==> src/rtl/fetch_unit_if.sv <==
// Memory bus and instruction handshake between the fetch stage, memory and decoder.
// The fetch unit is the master; memory/decoder side uses the slave modport.
interface fetch_unit_if;
    logic        rdy;
    logic [7:0]  data_i;
    logic [15:0] addr_o;
    logic        rd_o;

    logic        instr_valid;
    logic        instr_ready;
    logic [7:0]  opcode;
    logic [15:0] operand;
    logic [15:0] op_pc;
    logic [1:0]  instr_len;
    logic        is_int;

    modport master (
        input  rdy,
        input  data_i,
        input  instr_ready,
        output addr_o,
        output rd_o,
        output instr_valid,
        output opcode,
        output operand,
        output op_pc,
        output instr_len,
        output is_int
    );

    modport slave (
        output rdy,
        output data_i,
        output instr_ready,
        input  addr_o,
        input  rd_o,
        input  instr_valid,
        input  opcode,
        input  operand,
        input  op_pc,
        input  instr_len,
        input  is_int
    );
endinterface

==> src/rtl/fetch_unit.sv <==
// Instruction fetch: reads opcode plus 0-2 operand bytes over an 8-bit bus and
// hands one complete instruction at a time to the decoder via valid/ready.
module fetch_unit #(
    parameter logic [15:0] RESET_PC = 16'h0000
) (
    input  logic                clk,
    input  logic                rst,
    fetch_unit_if.master        bus,
    input  logic                pc_load,
    input  logic [15:0]         pc_load_val,
    input  logic                irq_req,
    output logic [15:0]         pc_o
);

    typedef enum logic [1:0] {
        S_OP    = 2'd0,
        S_LO    = 2'd1,
        S_HI    = 2'd2,
        S_VALID = 2'd3
    } state_t;

    state_t      state;
    logic [15:0] pc;
    logic [15:0] op_pc;
    logic [7:0]  opcode;
    logic [15:0] operand;
    logic [1:0]  instr_len;
    logic        is_int;
    logic        instr_valid;
    logic [1:0]  fetch_len;

    // Instruction length from the opcode byte (6502 aaa_bbb_cc layout).
    function automatic logic [1:0] decode_len(input logic [7:0] b);
        logic [1:0] len;
        len = 2'd2;
        if (b == 8'h00 || b == 8'h40 || b == 8'h60)
            len = 2'd1;
        else if (b[3:2] == 2'b10 && !b[0])
            len = 2'd1;
        else if (b[4:0] == 5'b000_10 && !b[7])
            len = 2'd1;
        else if (b == 8'h20 || b[4:2] == 3'b011 || b[4:2] == 3'b111 ||
                 (b[4:2] == 3'b110 && b[0]))
            len = 2'd3;
        return len;
    endfunction

    assign fetch_len = decode_len(bus.data_i);

    always_ff @(posedge clk) begin
        if (rst) begin
            state       <= S_OP;
            pc          <= RESET_PC;
            instr_valid <= 1'b0;
            opcode      <= 8'h00;
            operand     <= 16'h0000;
            op_pc       <= 16'h0000;
            instr_len   <= 2'd0;
            is_int      <= 1'b0;
        end else if (pc_load) begin
            // Redirect wins over everything; a partial fetch is simply dropped.
            pc          <= pc_load_val;
            state       <= S_OP;
            instr_valid <= 1'b0;
        end else begin
            case (state)
                S_OP: begin
                    if (bus.rdy) begin
                        op_pc   <= pc;
                        operand <= 16'h0000;
                        if (irq_req) begin
                            // Injected BRK: pc stays at the boundary so RTI returns here.
                            opcode      <= 8'h00;
                            is_int      <= 1'b1;
                            instr_len   <= 2'd1;
                            state       <= S_VALID;
                            instr_valid <= 1'b1;
                        end else begin
                            opcode    <= bus.data_i;
                            is_int    <= 1'b0;
                            instr_len <= fetch_len;
                            pc        <= pc + 16'd1;
                            if (fetch_len == 2'd1) begin
                                state       <= S_VALID;
                                instr_valid <= 1'b1;
                            end else begin
                                state <= S_LO;
                            end
                        end
                    end
                end
                S_LO: begin
                    if (bus.rdy) begin
                        operand[7:0] <= bus.data_i;
                        pc           <= pc + 16'd1;
                        if (instr_len == 2'd3) begin
                            state <= S_HI;
                        end else begin
                            state       <= S_VALID;
                            instr_valid <= 1'b1;
                        end
                    end
                end
                S_HI: begin
                    if (bus.rdy) begin
                        operand[15:8] <= bus.data_i;
                        pc            <= pc + 16'd1;
                        state         <= S_VALID;
                        instr_valid   <= 1'b1;
                    end
                end
                S_VALID: begin
                    if (bus.instr_ready) begin
                        state       <= S_OP;
                        instr_valid <= 1'b0;
                    end
                end
                default: begin
                    state       <= S_OP;
                    instr_valid <= 1'b0;
                end
            endcase
        end
    end

    // While holding an instruction the bus idles on its opcode address.
    assign bus.addr_o      = (state == S_VALID) ? op_pc : pc;
    assign bus.rd_o        = !rst && (state != S_VALID);
    assign bus.instr_valid = instr_valid;
    assign bus.opcode      = opcode;
    assign bus.operand     = operand;
    assign bus.op_pc       = op_pc;
    assign bus.instr_len   = instr_len;
    assign bus.is_int      = is_int;
    assign pc_o            = pc;

endmodule

==> src/flat_wrapper.sv <==
// flat-port wrapper written by rule: the top's interface ports become plain ports
module fetch_unit_flat 
#(
    parameter logic [15:0] RESET_PC = 16'h0000
)
  (clk, rst, pc_load, pc_load_val, irq_req, pc_o, bus_rdy, bus_data_i, bus_instr_ready, bus_addr_o, bus_rd_o, bus_instr_valid, bus_opcode, bus_operand, bus_op_pc, bus_instr_len, bus_is_int);
  fetch_unit_if bus_i ();
  input  logic clk;
  input  logic rst;
  input  logic pc_load;
  input  logic [15:0] pc_load_val;
  input  logic irq_req;
  output logic [15:0] pc_o;
  input wire logic [$bits(bus_i.rdy)-1:0] bus_rdy;
  input wire logic [$bits(bus_i.data_i)-1:0] bus_data_i;
  input wire logic [$bits(bus_i.instr_ready)-1:0] bus_instr_ready;
  output wire logic [$bits(bus_i.addr_o)-1:0] bus_addr_o;
  output wire logic [$bits(bus_i.rd_o)-1:0] bus_rd_o;
  output wire logic [$bits(bus_i.instr_valid)-1:0] bus_instr_valid;
  output wire logic [$bits(bus_i.opcode)-1:0] bus_opcode;
  output wire logic [$bits(bus_i.operand)-1:0] bus_operand;
  output wire logic [$bits(bus_i.op_pc)-1:0] bus_op_pc;
  output wire logic [$bits(bus_i.instr_len)-1:0] bus_instr_len;
  output wire logic [$bits(bus_i.is_int)-1:0] bus_is_int;
  assign bus_i.rdy = bus_rdy;
  assign bus_i.data_i = bus_data_i;
  assign bus_i.instr_ready = bus_instr_ready;
  assign bus_addr_o = bus_i.addr_o;
  assign bus_rd_o = bus_i.rd_o;
  assign bus_instr_valid = bus_i.instr_valid;
  assign bus_opcode = bus_i.opcode;
  assign bus_operand = bus_i.operand;
  assign bus_op_pc = bus_i.op_pc;
  assign bus_instr_len = bus_i.instr_len;
  assign bus_is_int = bus_i.is_int;
  fetch_unit #(.RESET_PC(RESET_PC)) u_core (.clk(clk), .rst(rst), .bus(bus_i), .pc_load(pc_load), .pc_load_val(pc_load_val), .irq_req(irq_req), .pc_o(pc_o));
endmodule
==> config.mk <==
export PLATFORM = sky130hd
export DESIGN_NAME = fetch_unit_flat
export DESIGN_NICKNAME = d
export VERILOG_FILES = /design/src/rtl/fetch_unit_if.sv /design/src/rtl/fetch_unit.sv /design/src/flat_wrapper.sv
export SDC_FILE = /design/constraint.sdc
export NUM_CORES = 1
export LEC_CHECK = 0
export ABC_CLOCK_PERIOD_IN_PS = 2480
export CORE_ASPECT_RATIO = 0.8
export CORE_UTILIZATION = 45
export CTS_CLUSTER_DIAMETER = 100
export CTS_CLUSTER_SIZE = 40
export DETAILED_ROUTE_END_ITERATION = 10
export HOLD_SLACK_MARGIN = 0.03
export PLACE_DENSITY = 0.9
export SYNTH_ARGS = -nofsm -noshare
export SYNTH_HDL_FRONTEND = slang
export SYNTH_SLANG_ARGS = --single-unit
==> constraint.sdc <==
create_clock -name clk -period 2.48 [get_ports clk]
set_input_delay 0.372 -clock clk [delete_from_list [all_inputs] [get_ports clk]]
set_output_delay 0.372 -clock clk [all_outputs]
set_load 0.1 [all_outputs]
## Yosys cells after proc, flatten, opt, wreduce, memory -nomap -nowiden

Cells that the tools add are included.

| operators by class | value |
|---|---|
| add/sub/neg operators | 1 |
| equal/unequal tests | 23 |
| muxes and demuxes | 33 |
| bitwise logic cells | 1 |
| reduce and logical (&&, ||, !) cells | 25 |

Operators by type and width:

| cell | count |
|---|---|
| 16-bit two-way mux | 6 |
| 16-bit one-hot mux with 2 select lines | 1 |
| 8-bit one-hot mux with 2 select lines | 2 |
| 2-bit two-way mux | 10 |
| 16-bit by 1-bit adder with 16-bit output, second input constant | 1 |
| 8-bit by 7-bit == test with 1-bit output, second input constant | 2 |
| 8-bit two-way mux | 2 |
| 4-bit AND reduction | 4 |
| 2-bit inequality test, second input constant | 6 |
| 1-bit two-way mux | 10 |
| 2-bit == test, second input constant | 4 |
| 8-bit by 6-bit == test with 1-bit output, second input constant | 1 |
| 8-bit logical NOT | 1 |
| 2-bit one-hot mux with 4 select lines | 1 |
| 3-bit == test, second input constant | 2 |
| 3-bit inequality test, second input constant | 2 |
| 6-bit AND reduction | 1 |
| 5-bit by 2-bit == test with 1-bit output, second input constant | 1 |
| 1-bit logical OR | 5 |
| 2-bit by 1-bit == test with 1-bit output, second input constant | 2 |
| 1-bit logical AND | 4 |
| 1-bit one-hot mux with 4 select lines | 1 |
| 2-bit nonzero test | 2 |
| 2-bit OR reduction | 2 |
| other kinds (8) | 10 |

| word-level totals | value |
|---|---|
| register bits after elaboration | 62 |
| input port bits | 30 |
| output and inout bits | 77 |
| word-level logic and storage cells | 92 |

## Longest topological paths before layout

| depth | value |
|---|---|
| depth in word-level cells | 13 |
| gate-level depth with buffers | 8 |
| mapped depth without buffers | 6 |

## Least setup slack after synthesis

OpenSTA, ideal clock, no wires.

| timing | value |
|---|---|
| path kind | reg2out |
| start point | register u_core.pc[2] (netlist: u_core.pc_o[2]) |
| end point | output bus_addr_o[2] |
| arrival | 3443 ps |
| data required time | 2108 ps |
| setup slack | -1335 ps |
| cell stages (with the launch flop) | 4 |
| cell sequence | dfxtp_1 > clkbuf_2 > inv_1 > o21ai_0 |

| between the ends | value |
|---|---|
| longest elaborated chain between the ends | 1 |

Ends and longest elaborated chain:

| what | RTL line | text |
|---|---|---|
| from (decl) | fetch_unit.sv:23 | `logic [15:0] pc;` |
| from (signal assigned) | fetch_unit.sv:62 | `pc <= pc_load_val;` |
| from (signal assigned) | fetch_unit.sv:82 | `pc <= pc + 16'd1;` |
| from (signal assigned) | fetch_unit.sv:95 | `pc <= pc + 16'd1;` |
| 16-bit two-way mux | fetch_unit.sv:127 | `assign bus.addr_o = (state == S_VALID) ? op_pc : pc;` |
| to (decl) | flat_wrapper.sv:17 | `output wire logic [$bits(bus_i.addr_o)-1:0] bus_addr_o;` |

No other way between the ends.

## Worst setup path in the final report

| timing | value |
|---|---|
| start point | register u_core.state[1] |
| end point | output bus_addr_o[14] |

| between the ends | value |
|---|---|
| longest elaborated chain between the ends | 2 |

Ends and longest elaborated chain:

| what | RTL line | text |
|---|---|---|
| from (decl) | fetch_unit.sv:22 | `state_t state;` |
| from (signal assigned) | fetch_unit.sv:52 | `state <= S_OP;` |
| from (signal assigned) | fetch_unit.sv:63 | `state <= S_OP;` |
| from (signal assigned) | fetch_unit.sv:76 | `state <= S_VALID;` |
| 2-bit == test | fetch_unit.sv:127 |  |
| 16-bit two-way mux | fetch_unit.sv:127 |  |

No other way between the ends.

==> out/qor.json <==
{
  "routing": {
    "wl_per_cell_um": 16.9,
    "drt-initial-drc-count": 224,
    "totalWireLength_um": 9040,
    "drc": 0,
    "postRouteAntennaNets": 0,
    "num_vias": 3068,
    "number_of_optimization_iterations_in_the_first_detailed_route_pass": 6,
    "routed_via_density": 5.75
  },
  "layout": {
    "num-nets-final": 480,
    "mostFrequentLayoutCells": "69 x sky130_fd_sc_hd__buf_4, 62 x sky130_fd_sc_hd__dfxtp_1, 49 x sky130_fd_sc_hd__nor2_1",
    "final_core_occ_pct": 68.4,
    "antenna_cells_inserted": 0,
    "layout.cells.most_common": "sky130_fd_sc_hd__buf_4",
    "area_growth_from_synthesis_to_final_layout_pct": 45.6,
    "post_route_cells_drive_above_1_share_pct": 29.8,
    "finished_cell_area_um2": 4380
  },
  "worst_setup_path": {
    "worstSetupStartpointType": "flop",
    "reg2reg_depth": 6,
    "crit_family": "buffers and inverters",
    "criticalPathCategory": "flop to primary output",
    "worst_ep_required_time_ns": 2.11,
    "wp_data_arrival_ns": 1.81,
    "cpPeakStageDelay_ns": 0.42,
    "cp_num_cells": 4,
    "cp_num_buf_inv": 2,
    "critical_path.endpoint_type": "primary output",
    "crit_path_cell_trace": "ha_1 -> buf_4 -> mux2_2 -> buf_12",
    "path_max_fanout": 20,
    "critical_path.slowest_cell": "sky130_fd_sc_hd__mux2_2"
  },
  "placed_design": {
    "portBuffers": 106,
    "hpwl_um": 6440,
    "finalWeightedCongestion": 0.810,
    "postPlaceCellArea_um2": 4170
  },
  "logic_synthesis": {
    "post_synth.cell_area_avg_um2": 8.80,
    "synth_sequential_area_ratio_pct": 41.2,
    "netlist_instances": 342,
    "post_synthesis_instance_area_um2": 3010,
    "mappedNetlistNets": 377,
    "asyncSetResetFlopFracSynth_pct": 0,
    "yosys_warnings": 0,
    "synthDistinctLibCells": 52,
    "edff_count_synth": 0,
    "synth_seq_cells": 62,
    "dominant_synthesized_flop_cell": "sky130_fd_sc_hd__dfxtp_1"
  },
  "clocking": {
    "post_cts_resized": 0,
    "clk_pin_slew_ns": 0.07,
    "cts_buffer_depth": 2,
    "clock_sink_count": 62,
    "clock-root-buffer": "sky130_fd_sc_hd__clkbuf_8",
    "cts_inserted_buffers": 9,
    "post_cts.repair.setup_buffers": 0,
    "holdBufCountCts": 0,
    "htree_levels": 3,
    "clk_latency_ns": 0.35,
    "tritoncts_clock_tree": "done"
  },
  "global_routing": {
    "first_pass_grt_wire_length_um": 14200,
    "largest_net_degree_at_the_start_of_global_routing": 35,
    "grt_antenna_before_repair": 0,
    "global_route.overflow_total": 0,
    "first_global_vias": 2890,
    "grt_util_all_layers_pct": 26.4
  },
  "power_and_ir_drop": {
    "p_int_w": 0.00182,
    "power.density_cell_area_nw_per_um2": 666,
    "power_frac_comb_pct": 30.5,
    "total_switching_power_w": 0.00110,
    "seq_power_share_pct": 37.8,
    "p_sw_share_pct": 37.8,
    "irDropWorstVdd_mv": 0.685,
    "p_clk_share_pct": 31.8,
    "leakagePower_nw": 1.73
  },
  "min_path": {
    "hp-class": "flop to flop",
    "timing.hold.worst_path_depth": 2
  },
  "timing": {
    "setup_repair_after_global_routing_missed_its_margin": "no",
    "final.hold.worst_slack_ns": 0.485,
    "finalCriticalPeriod_ns": 2.19,
    "skew_ns": 0.00999,
    "measured_slew_at_the_worst_slew_check_pin_ns": 0.716,
    "maxSlewHeadroom_pct": 52.1,
    "finalCritPeriodShare_pct": 88.1,
    "slew_violations": 0,
    "finalSetupViolations": 0,
    "timing.final.hold_violations": 0,
    "max_freq_ghz": 0.457
  },
  "floorplan": {
    "std_cell_rows": 26,
    "die_boundary_height_um": 75.2,
    "chipWidth_um": 93.4,
    "initial_utilization_pct": 47.0,
    "die_area_um2": 7020,
    "boundaryPins": 107,
    "fp.coreArea_um2": 6410
  },
  "status": {
    "run_status": "complete, no violations"
  },
  "job": {
    "max_cap_violations": 0
  }
}
## cells in the mapped netlist (4+ instances only)
library cell	count	share of area, %
sky130_fd_sc_hd__clkbuf_1	14	1.7
sky130_fd_sc_hd__mux2_2	14	5.2
sky130_fd_sc_hd__a311oi_1	4	1.2
sky130_fd_sc_hd__nand2_1	44	5.5
sky130_fd_sc_hd__inv_1	7	0.87
sky130_fd_sc_hd__nor3_1	5	0.83
sky130_fd_sc_hd__ha_1	5	2.1
sky130_fd_sc_hd__nand3_1	7	1.2
sky130_fd_sc_hd__a22oi_1	23	5.7
sky130_fd_sc_hd__nor2_1	50	6.2
sky130_fd_sc_hd__buf_2	4	0.67
sky130_fd_sc_hd__a21oi_1	21	3.5
sky130_fd_sc_hd__xnor2_1	7	2.0
sky130_fd_sc_hd__dfxtp_1	62	41
sky130_fd_sc_hd__a211oi_1	13	3.2
## worst paths after layout
path,startpoint,end,slack (ns)
setup / recovery,u_core.state[1],bus_addr_o[14],0.29
hold / removal,u_core.bus.opcode[7],u_core.bus.opcode[7],0.48
setup reg to reg,u_core.state[1],u_core.bus.opcode[2],0.36
hold reg to reg,u_core.bus.opcode[7],u_core.bus.opcode[7],0.48
## registers in the layout, indices dropped and copies added, names as in the netlist
register / count
u_core.bus.opcode: 8
u_core.bus.is_int: 1
u_core.pc_o: 16
u_core.bus.instr_len: 2
u_core.state: 2
u_core.bus.instr_valid: 1
u_core.bus.operand: 16
u_core.bus.op_pc: 16
## routing by layer
metal / up-vias / share of wire, % / global-route usage [%]
li1: 1431 / - / -
met1: 1447 / 41 / 31.9
met2: 171 / 48 / 44.7
met3: 19 / 8.7 / 8.08
met4: 0 / 2.1 / 10.6
met5: - / 0 / 0
## metrics by stage
stage | setup TNS, ns | power [W] | instances | worst slack (ns)
floorplan | -0.0627 | 0.00174 | 342 | -0.0627
global placement | 0 | 0.00200 | 518 | 0.318
detailed placement | 0 | 0.00201 | 518 | 0.274
CTS | 0 | 0.00292 | 534 | 0.295
global route | 0 | 0.00301 | 534 | 0.180
finish | 0 | 0.00292 | 534 | 0.294
## layout make-up
| cell class | instances | area, um2 |
|---|---|---|
| timing repair buffer | 116 | 1160 |
| fill | 455 | 2030 |
| clock buffer | 11 | 151 |
| inverter | 8 | 30.0 |
| sequential | 62 | 1240 |
| multi-input combinational | 248 | 1630 |
| clock inverter | 5 | 57.6 |
| tap | 84 | 105 |
## worst min-delay path, stage by stage (launching register included)
cell	delay, ns
sky130_fd_sc_hd__dfxtp_1	0.32
sky130_fd_sc_hd__nand2_1	0.07
sky130_fd_sc_hd__a21oi_1	0.05
## kinds of logic after synthesis
kind of cell,count (synthesis),share of synthesized area [%]
AOI/OAI and AO/OA,86,22.6
adders and majority gates,5,2.08
buffers and inverters,32,4.82
DFF,62,41.2
and+or+nand+nor,132,20.7
xor gates and xnor gates,8,2.33
muxes,17,6.23
## power groups by stage
stage | Clock [W] | Sequential (W) | Combinational, W
after floorplan | 0 | 0.00138 | 0.000355
after global placement | 0 | 0.00112 | 0.000875
after detailed placement | 0 | 0.00112 | 0.000885
after CTS | 0.000934 | 0.00110 | 0.000888
after global routing | 0.000976 | 0.00111 | 0.000923
final | 0.000928 | 0.00110 | 0.000889
No activity file was read; power rests on OpenSTA's default activity.
